`src/rtl/seq_match_ctrl_if.sv`:
```
// Control/status and serial-input bundle for seq_match_ctrl.
// master drives run requests and bits; slave is the controller.
interface seq_match_ctrl_if #(
   parameter int PAT_W = 4,
   parameter int CNT_W = 8,
   parameter int TMO_W = 16
) ();
   logic             start;
   logic             abort;
   logic [PAT_W-1:0] pattern;
   logic [CNT_W-1:0] target;
   logic [TMO_W-1:0] timeout;
   logic             in_valid;
   logic             in;
   logic             busy;
   logic             hit;
   logic             done;
   logic             timed_out;
   logic [CNT_W-1:0] match_cnt;

   modport master (
      output start, abort, pattern, target, timeout, in_valid, in,
      input  busy, hit, done, timed_out, match_cnt
   );

   modport slave (
      input  start, abort, pattern, target, timeout, in_valid, in,
      output busy, hit, done, timed_out, match_cnt
   );
endinterface

```
`src/rtl/seq_match_ctrl.sv`:
```
// Run controller for an overlapping serial pattern matcher with match target and abort.
// Define SEQ_MATCH_CTRL_TIMEOUT_EN to build the SEARCH cycle-budget timeout and TMO state.
module seq_match_ctrl #(
   parameter int PAT_W = 4,
   parameter int CNT_W = 8,
   parameter int TMO_W = 16
) (
   input logic              clk,
   input logic              rst_n,
   seq_match_ctrl_if.slave  bus
);
   typedef enum logic [1:0] {IDLE, SEARCH, DONE, TMO} state_t;

   localparam int            BW        = $clog2(PAT_W + 1);
   localparam logic [BW-1:0] BITS_FULL = BW'(PAT_W);

   state_t           state, state_nxt;
   logic [PAT_W-1:0] sh, sh_nxt, pat_lat;
   logic [BW-1:0]    bits, bits_nxt;
   logic [CNT_W-1:0] tgt_lat, cnt;
   logic             hit_q;
   logic             accept, shift_en, match, reached, tmo_hit;

   // abort overrides both a new start and a match completing in the same cycle
   assign accept   = bus.start && !bus.abort && (state != SEARCH);
   assign shift_en = (state == SEARCH) && bus.in_valid && !bus.abort;
   assign sh_nxt   = {sh[PAT_W-2:0], bus.in};
   assign bits_nxt = (bits == BITS_FULL) ? bits : bits + BW'(1);
   assign match    = shift_en && (sh_nxt == pat_lat) && (bits_nxt == BITS_FULL);
   assign reached  = ({1'b0, cnt} + (CNT_W+1)'(1)) == {1'b0, tgt_lat};

`ifdef SEQ_MATCH_CTRL_TIMEOUT_EN
   logic [TMO_W-1:0] tmo_lat, tmo_cnt;
   assign tmo_hit = (tmo_lat != '0) && (tmo_cnt == tmo_lat);
`else
   assign tmo_hit = 1'b0;
`endif

   // NOTE: sequential state uses <= so every register samples pre-edge values.
   always_ff @(posedge clk or negedge rst_n) begin
      if (!rst_n) state <= IDLE;
      else        state <= state_nxt;
   end

   // NOTE: state_nxt gets a default before the case so no latch is inferred.
   always_comb begin
      state_nxt = state;
      if (bus.abort) begin
         state_nxt = IDLE;
      end else begin
         case (state)
            SEARCH: begin
               if (match && reached) state_nxt = DONE;
               else if (tmo_hit)     state_nxt = TMO;
            end
            default: begin
               if (bus.start) state_nxt = (bus.target == '0) ? DONE : SEARCH;
            end
         endcase
      end
   end

   always_comb begin
      bus.busy      = (state == SEARCH);
      bus.done      = (state == DONE);
`ifdef SEQ_MATCH_CTRL_TIMEOUT_EN
      bus.timed_out = (state == TMO);
`else
      bus.timed_out = 1'b0;
`endif
      bus.hit       = hit_q;
      bus.match_cnt = cnt;
   end

   // NOTE: latched configuration is reset too, so nothing powers up unknown.
   always_ff @(posedge clk or negedge rst_n) begin
      if (!rst_n) begin
         sh      <= '0;
         bits    <= '0;
         pat_lat <= '0;
         tgt_lat <= '0;
         cnt     <= '0;
         hit_q   <= 1'b0;
`ifdef SEQ_MATCH_CTRL_TIMEOUT_EN
         tmo_lat <= '0;
         tmo_cnt <= '0;
`endif
      end else begin
         hit_q <= match;
         if (accept) begin
            pat_lat <= bus.pattern;
            tgt_lat <= bus.target;
            cnt     <= '0;
            sh      <= '0;
            bits    <= '0;
`ifdef SEQ_MATCH_CTRL_TIMEOUT_EN
            tmo_lat <= bus.timeout;
            tmo_cnt <= '0;
`endif
         end else begin
            if (shift_en) begin
               sh   <= sh_nxt;
               bits <= bits_nxt;
            end
            if (match && (cnt != '1)) cnt <= cnt + CNT_W'(1);
`ifdef SEQ_MATCH_CTRL_TIMEOUT_EN
            if (state == SEARCH) tmo_cnt <= tmo_cnt + TMO_W'(1);
`endif
         end
      end
   end
endmodule

```
`src/flat_wrapper.sv`:
```
// flat-port wrapper written by rule: the top's interface ports become plain ports
module seq_match_ctrl_flat 
#(
   parameter int PAT_W = 4,
   parameter int CNT_W = 8,
   parameter int TMO_W = 16
)
  (clk, rst_n, bus_start, bus_abort, bus_pattern, bus_target, bus_timeout, bus_in_valid, bus_in, bus_busy, bus_hit, bus_done, bus_timed_out, bus_match_cnt);
  seq_match_ctrl_if #(.PAT_W(PAT_W), .CNT_W(CNT_W), .TMO_W(TMO_W)) bus_i ();
  input logic clk;
  input logic rst_n;
  input wire logic [$bits(bus_i.start)-1:0] bus_start;
  input wire logic [$bits(bus_i.abort)-1:0] bus_abort;
  input wire logic [$bits(bus_i.pattern)-1:0] bus_pattern;
  input wire logic [$bits(bus_i.target)-1:0] bus_target;
  input wire logic [$bits(bus_i.timeout)-1:0] bus_timeout;
  input wire logic [$bits(bus_i.in_valid)-1:0] bus_in_valid;
  input wire logic [$bits(bus_i.in)-1:0] bus_in;
  output wire logic [$bits(bus_i.busy)-1:0] bus_busy;
  output wire logic [$bits(bus_i.hit)-1:0] bus_hit;
  output wire logic [$bits(bus_i.done)-1:0] bus_done;
  output wire logic [$bits(bus_i.timed_out)-1:0] bus_timed_out;
  output wire logic [$bits(bus_i.match_cnt)-1:0] bus_match_cnt;
  assign bus_i.start = bus_start;
  assign bus_i.abort = bus_abort;
  assign bus_i.pattern = bus_pattern;
  assign bus_i.target = bus_target;
  assign bus_i.timeout = bus_timeout;
  assign bus_i.in_valid = bus_in_valid;
  assign bus_i.in = bus_in;
  assign bus_busy = bus_i.busy;
  assign bus_hit = bus_i.hit;
  assign bus_done = bus_i.done;
  assign bus_timed_out = bus_i.timed_out;
  assign bus_match_cnt = bus_i.match_cnt;
  seq_match_ctrl #(.PAT_W(PAT_W), .CNT_W(CNT_W), .TMO_W(TMO_W)) u_core (.clk(clk), .rst_n(rst_n), .bus(bus_i));
endmodule
```
`config.mk`:
```
export PLATFORM = sky130hd
export DESIGN_NAME = seq_match_ctrl_flat
export DESIGN_NICKNAME = d
export VERILOG_FILES = /design/src/rtl/seq_match_ctrl_if.sv /design/src/rtl/seq_match_ctrl.sv /design/src/flat_wrapper.sv
export SDC_FILE = /design/constraint.sdc
export NUM_CORES = 1
export LEC_CHECK = 0
export ABC_CLOCK_PERIOD_IN_PS = 3890
export BUFFER_PORTS_ARGS = -buffer_cell sky130_fd_sc_hd__buf_2
export CAP_MARGIN = 20
export CORE_AREA = 2 2 89 48
export CTS_CLUSTER_SIZE = 28
export DETAILED_ROUTE_END_ITERATION = 8
export DIE_AREA = 0 0 91 50
export GPL_TIMING_DRIVEN = 0
export PLACE_DENSITY = 0.69
export SLEW_MARGIN = 20
export SYNTH_ARGS = -nofsm -noshare
export SYNTH_HDL_FRONTEND = slang
export SYNTH_SLANG_ARGS = --single-unit
```
`constraint.sdc`:
```
create_clock -name clk -period 3.89 [get_ports clk]
set_clock_uncertainty 0.05 [all_clocks]
set_input_delay 0 -clock clk [delete_from_list [all_inputs] [get_ports clk]]
set_output_delay 0 -clock clk [all_outputs]
set_load 0.005 [all_outputs]
```
# --- Word-level counts from Yosys, hierarchy flattened ---
# Index checks and enable logic that the tools add are counted.
word_totals:
  register_bits: 29
  inputBits: 34
  output_inout_bits: 12
  elab_cells: 45
classes:
  addsub: 3
  eq_ne: 9
  mux: 12
  n_reduce_logical: 14
ops:
  columns: ["cell", "count"]
  rows:
  - ["2-to-1 mux 8 bit", 2]
  - ["2-to-1 mux 3 bit", 5]
  - ["2-to-1 mux 2 bit", 5]
  - ["adder 8 x 1 -> 9 bit (second input constant)", 1]
  - ["== test 9 x 8 -> 1 bit", 1]
  - ["adder 8 x 1 -> 8 bit (second input constant)", 1]
  - ["logical AND 1 bit", 8]
  - ["zero test 8 bit", 1]
  - ["inequality test 8 bit (second input constant)", 1]
  - ["== test 3 bit (second input constant)", 2]
  - ["== test 4 bit", 1]
  - ["nonzero test 2 bit", 2]
  - ["adder 3 x 1 -> 3 bit (second input constant)", 1]
  - ["inequality test 3 x 2 -> 1 bit (second input constant)", 1]
  - ["nonzero test 3 bit", 1]
  - ["== test 2 x 1 -> 1 bit (second input constant)", 1]
  - ["== test 2 bit (second input constant)", 1]
  - ["inequality test 2 x 1 -> 1 bit (second input constant)", 1]
  - ["AND reduction 2 bit", 1]
  - ["zero test 1 bit", 1]

# --- Longest topological paths before layout ---
depth:
  depth_word: 9
  ltp_mapped: 8
  mapped_depth_nobuf: 7

# --- Worst setup path after synthesis ---
# OpenSTA, ideal clock, no wires.
synth_timing:
  path_type: "register -> register"
  from: "register u_core.bits[0]"
  to: "register u_core.state[0]"
  setup_ns: 0.126
  arrival_time_ns: 2.196
  t_required_ns: 3.714
  setup_slack_ns: 1.518
  stages_incl_launch_ff: 7
  path_buffers: 0
  cell_sequence: "dfrtp_1 inv_1 ha_1 o311ai_1 nand4_2 or4_1 a221o_1"
synth_via:
  elab_chain_cells: 7
synth_lines:
  columns: ["element", "line", "source"]
  rows:
  - ["start, declared", "seq_match_ctrl.sv:19", "logic [BW-1:0] bits, bits_nxt;"]
  - ["start signal, assigned", "seq_match_ctrl.sv:103", "bits <= bits_nxt;"]
  - ["adder 3 x 1 -> 3 bit / == test 3 bit (equally long branches)", "seq_match_ctrl.sv:28", "assign bits_nxt = (bits == BITS_FULL) ? bits : bits + BW'(1);"]
  - ["2-to-1 mux 3 bit (*)", "seq_match_ctrl.sv:28", null]
  - ["== test 3 bit (*)", "seq_match_ctrl.sv:29", "assign match = shift_en && (sh_nxt == pat_lat) && (bits_nxt == BITS_FULL);"]
  - ["logical AND 1 bit (*)", "seq_match_ctrl.sv:29", null]
  - ["logical AND 1 bit (*)", "seq_match_ctrl.sv:53", "if (match && reached) state_nxt = DONE;"]
  - ["inequality test 3 x 2 -> 1 bit (no source line) (*)", null, null]
  - ["AND reduction 2 bit (no source line) (*)", null, null]
  - ["end signal, assigned", "seq_match_ctrl.sv:42", "else state <= state_nxt;"]
  - ["end, declared", "seq_match_ctrl.sv:17", "state_t state, state_nxt;"]
# Every way passes the cells marked *; elsewhere a longest branch is shown, timed or not.
# A chain may end at the register's enable or synchronous reset.

# --- Final worst setup path ---
# Ends and elaborated chain as after synthesis.

==> metrics.md <==
| Metric | Value |
|---|---|
| Status | finished, final reports clean |
| IO Pins | 46 |
| Wirelength, routed | 4104 um |
| Vias after detailed routing | 1420 |
| Net Sw Frac | 30.94% |
| Residual DRC | 0 |
| Combinational Power Share | 24.2% |
| Synth warn | 0 |
| CTS sink cnt | 29 |
| Final hold vios | 0 |
| Drt wl/cell | 15.49 um |
| Hold path cells | 5 |
| Wire length of the first global-routing pass | 6893 um |
| Tot Pwr | 0.8312 mW |
| ANT cells | 0 |
| Buffers added on ports | 28 |
| Reg-to-Reg End | u_core.state[0] |
| Final setup violating endpoints | 0 |
| Worst vdd ir | 0.2096 mV |
| Max cap viols | 0 |
| Initial antenna violation count | 0 |
| Crit path kind | reg2reg |
| Hold Path End | u_core.state[1] |
| Vias per inst | 5.358 |
| Count of standard-cell rows | 16 |
| Netlist cell types | 42 |
| Ordered list of cells on the worst path | inv_1 > ha_1 > o311ai_1 > nand4_2 > or4_1 > a221o_1 |
| Fin nets | 247 |
| DR iter-0 viols | 99 |
| Power Density | 393.3 nW/um^2 |
| WP data required | 4.01 ns |
| Syn_area_per_cell | 10.46 um^2 |
| Syn_nets | 197 |
| Antenna viol nets, final | 0 |
| Chip width | 91 um |
| Overflow left after global routing | 0 |
| Initial core utilization | 44.45% |
| Family with the most delay on the worst path | compound AO/OA/AOI/OAI gates |
| Die area | 4550 um^2 |
| Int Pwr | 0.5741 mW |
| Sequential element share of the synthesized area | 43.38% |
| Post-detail-place hpwl | 2900 um |
| Minimum clock period after layout | 2.760 ns |
| Synth Instances | 160 |
| Fillers | 342 |
| Vias in the first global route | 1344 |
| Peak Freq | 362.3 MHz |
| HP Class | in2reg |
| RSZ-0062 raised after global routing | false |
| CP Buf/Inv Count | 1 |
| Final Max Tran Viols | 0 |
| Gpl congestion | 0.8067 |
| GRT Total Usage | 19.76% |
| Slowest CP cell | or4_1 |
| Post-CTS Resized | 0 |
| Beginning of the worst hold path | bus_start |
| Dpl cells | 242 |
| Fin crit share | 70.95% |
| H-tree depth | 2 |
| Layout cells sized above 1 | 26.54% |
| CP endpoint kind | flop |
| P_sw | 0.2571 mW |
| Die height | 50 um |
| CORE AREA | 3764 um^2 |
| DRT Pass-1 Iters | 4 |
| P&R area growth vs syn | 26.33% |
| CTS clk-pin slew, worst paths | 0.06 ns |
| Root buffer cell | clkbuf_8 |
| CTS tree | yes |
| Setup_tns | 0 ns |
| Crit start category | flop |
| CP max FO | 6 |
| Worst reg2reg path depth | 6 |
| Final core utilization | 56.15% |
| Slowest stage delay, CP | 0.56 ns |
| R2R Path Start | u_core.bits[0] |
| Rel. slew slack | 54.81% |
| R2R setup slack | 1.13 ns |
| Synth Register Bits | 29 |
| Pin count of the biggest net entering global routing | 30 |
| Arr. time, crit path | 2.88 ns |
| Finished Layout Cells | 265 |
| Clock power share | 29.4% |
| Critical Path Stages | 6 |
| Multi-input logic area | 880.8 um^2 |
| Num CTS Buffers | 5 |
| Sequential Power Share | 46.4% |
| Skew-Pair Late Insertion Delay | 0.28 ns |
| Clock Path Buffers | 2 |
| Actual slew at the worst max-slew pin | 0.6779 ns |
| Reg area | 725.7 um^2 |
| Mapped Area | 1673 um^2 |
| Leakage | 0.9952 nW |
logic make-up after synthesis:
| logic type | after synthesis | share of synthesized area [%] |
|---|---|---|
| mux | 20 | 13.01 |
| xor+xnor | 14 | 8.153 |
| fa+ha+maj | 3 | 2.244 |
| simple gates | 55 | 19.15 |
| compound gates | 23 | 9.873 |
| other cells | 1 | 0.2242 |
| buf+inv | 15 | 3.963 |
| flops | 29 | 43.38 |
layout by cell type, fill, tap and decap left out, types with 6 or more instances in the layout:
cell type	synthesis	routed
buf_2	1	29
dfrtp_1	29	29
dlygate4sd3_1	0	15
inv_1	9	9
mux2_2	14	14
mux2i_1	6	6
nand2_1	9	9
nor2_1	10	10
nor3_1	7	7
o21ai_0	8	8
xnor2_1	7	7
xor2_1	6	6
state kept, by name (all words and copies together) (netlist names):
| name | flops |
|---|---|
| u_core.bits | 3 |
| u_core.bus.hit | 1 |
| u_core.bus.match_cnt | 8 |
| u_core.pat_lat | 4 |
| u_core.sh | 3 |
| u_core.state | 2 |
| u_core.tgt_lat | 8 |
Yosys cell counts (all sizes together):
| library cell | instances | area [um^2] |
|---|---|---|
| clkbuf | 3 | 12.51 |
| nand2b | 3 | 18.77 |
| or3 | 3 | 18.77 |
| inv | 9 | 33.78 |
| nand2 | 9 | 33.78 |
| a21boi | 1 | 7.510 |
| and2 | 1 | 6.260 |
| nor4 | 3 | 33.78 |
| o311ai | 1 | 8.760 |
| mux2i | 6 | 60.06 |
| a211oi | 2 | 15.01 |
| ha | 3 | 37.54 |
| nand3b | 1 | 7.510 |
| nor2 | 10 | 37.54 |
| nand4 | 3 | 25.02 |
| xnor3 | 1 | 22.52 |
| buf | 3 | 20.01 |
| dfrtp | 29 | 725.7 |
| a211o | 1 | 8.760 |
| and4 | 1 | 8.760 |
| and4b | 1 | 10.01 |
| a22o | 2 | 17.52 |
| xnor2 | 7 | 61.31 |
| conb | 1 | 3.750 |
| o31ai | 1 | 7.510 |
| a221o | 1 | 10.01 |
| and3 | 5 | 31.28 |
| nand3 | 3 | 15.01 |
| nor3 | 7 | 35.03 |
| xor2 | 6 | 52.55 |
| a21oi | 3 | 15.01 |
| o21ai | 8 | 40.04 |
| a21o | 2 | 15.01 |
| or4 | 1 | 7.510 |
| o2111a | 1 | 20.02 |
| mux2 | 14 | 157.7 |
| and4bb | 1 | 12.51 |
| nor2b | 3 | 18.77 |
cell type report:
type | count | area share [%]
multi-input cells | 116 | 41.68
flip-flops and latches | 29 | 34.34
repair buffers | 43 | 13.74
clock buffers | 6 | 3.434
well taps | 54 | 3.197
inverters | 9 | 1.599
plain buffers | 6 | 1.539
clock inverters | 2 | 0.4737
through the flow:
stage               cell area [um^2]  hold WS [ns]  setup slack (ns)
floorplan                       1673       -0.3456             1.518
finish                          2113       0.07627             1.130
CTS                             2113       0.05812             1.188
global placement                1881      0.009253             1.333
detailed placement              1881       0.03365             1.206
global route                    2113        0.1126             1.011
worst max path at each step:
stage,start,to,slack [ns]
finish,u_core.bits[0],u_core.state[0],1.13
global route,u_core.bits[0],u_core.state[0],1.01
CTS,u_core.bits[0],u_core.state[0],1.19
detailed placement,u_core.bits[0],u_core.state[0],1.21
global placement,u_core.bits[0],u_core.state[0],1.33
floorplan,u_core.bits[0],u_core.state[0],1.52
tightest hold or removal path, delay by kind of cell:
family / cells / cell delay, ns
simple gates: 1 / 0.07
compound gates: 2 / 0.14
buf+inv: 2 / 0.16
power by group through the flow:
stage | sequential, mW | clock (mW) | combinational (mW)
after floorplan | 0.379 | 0 | 0.139
after global placement | 0.387 | 0 | 0.175
after detailed placement | 0.391 | 0 | 0.187
after CTS | 0.385 | 0.248 | 0.199
after global routing | 0.392 | 0.267 | 0.223
final | 0.386 | 0.244 | 0.201
metal layers:
layer | wire length (um) | share of wire (%) | up-vias | global-route usage [%]
met3 | 275 | 6.7 | 5 | 4.587
li1 | - | - | 672 | -
met1 | 1998 | 49 | 679 | 27.97
met4 | 38 | 0.93 | 0 | 6.061
met5 | 0 | 0 | - | 0
met2 | 1792 | 44 | 64 | 30.25
timing repair:
item                      in CTS  in global routing
setup buffers                  0                  0
hold buffers                  15                  0
hold endpoints to repair      43                  0
Note: power is estimated with default switching activity, not from simulation.
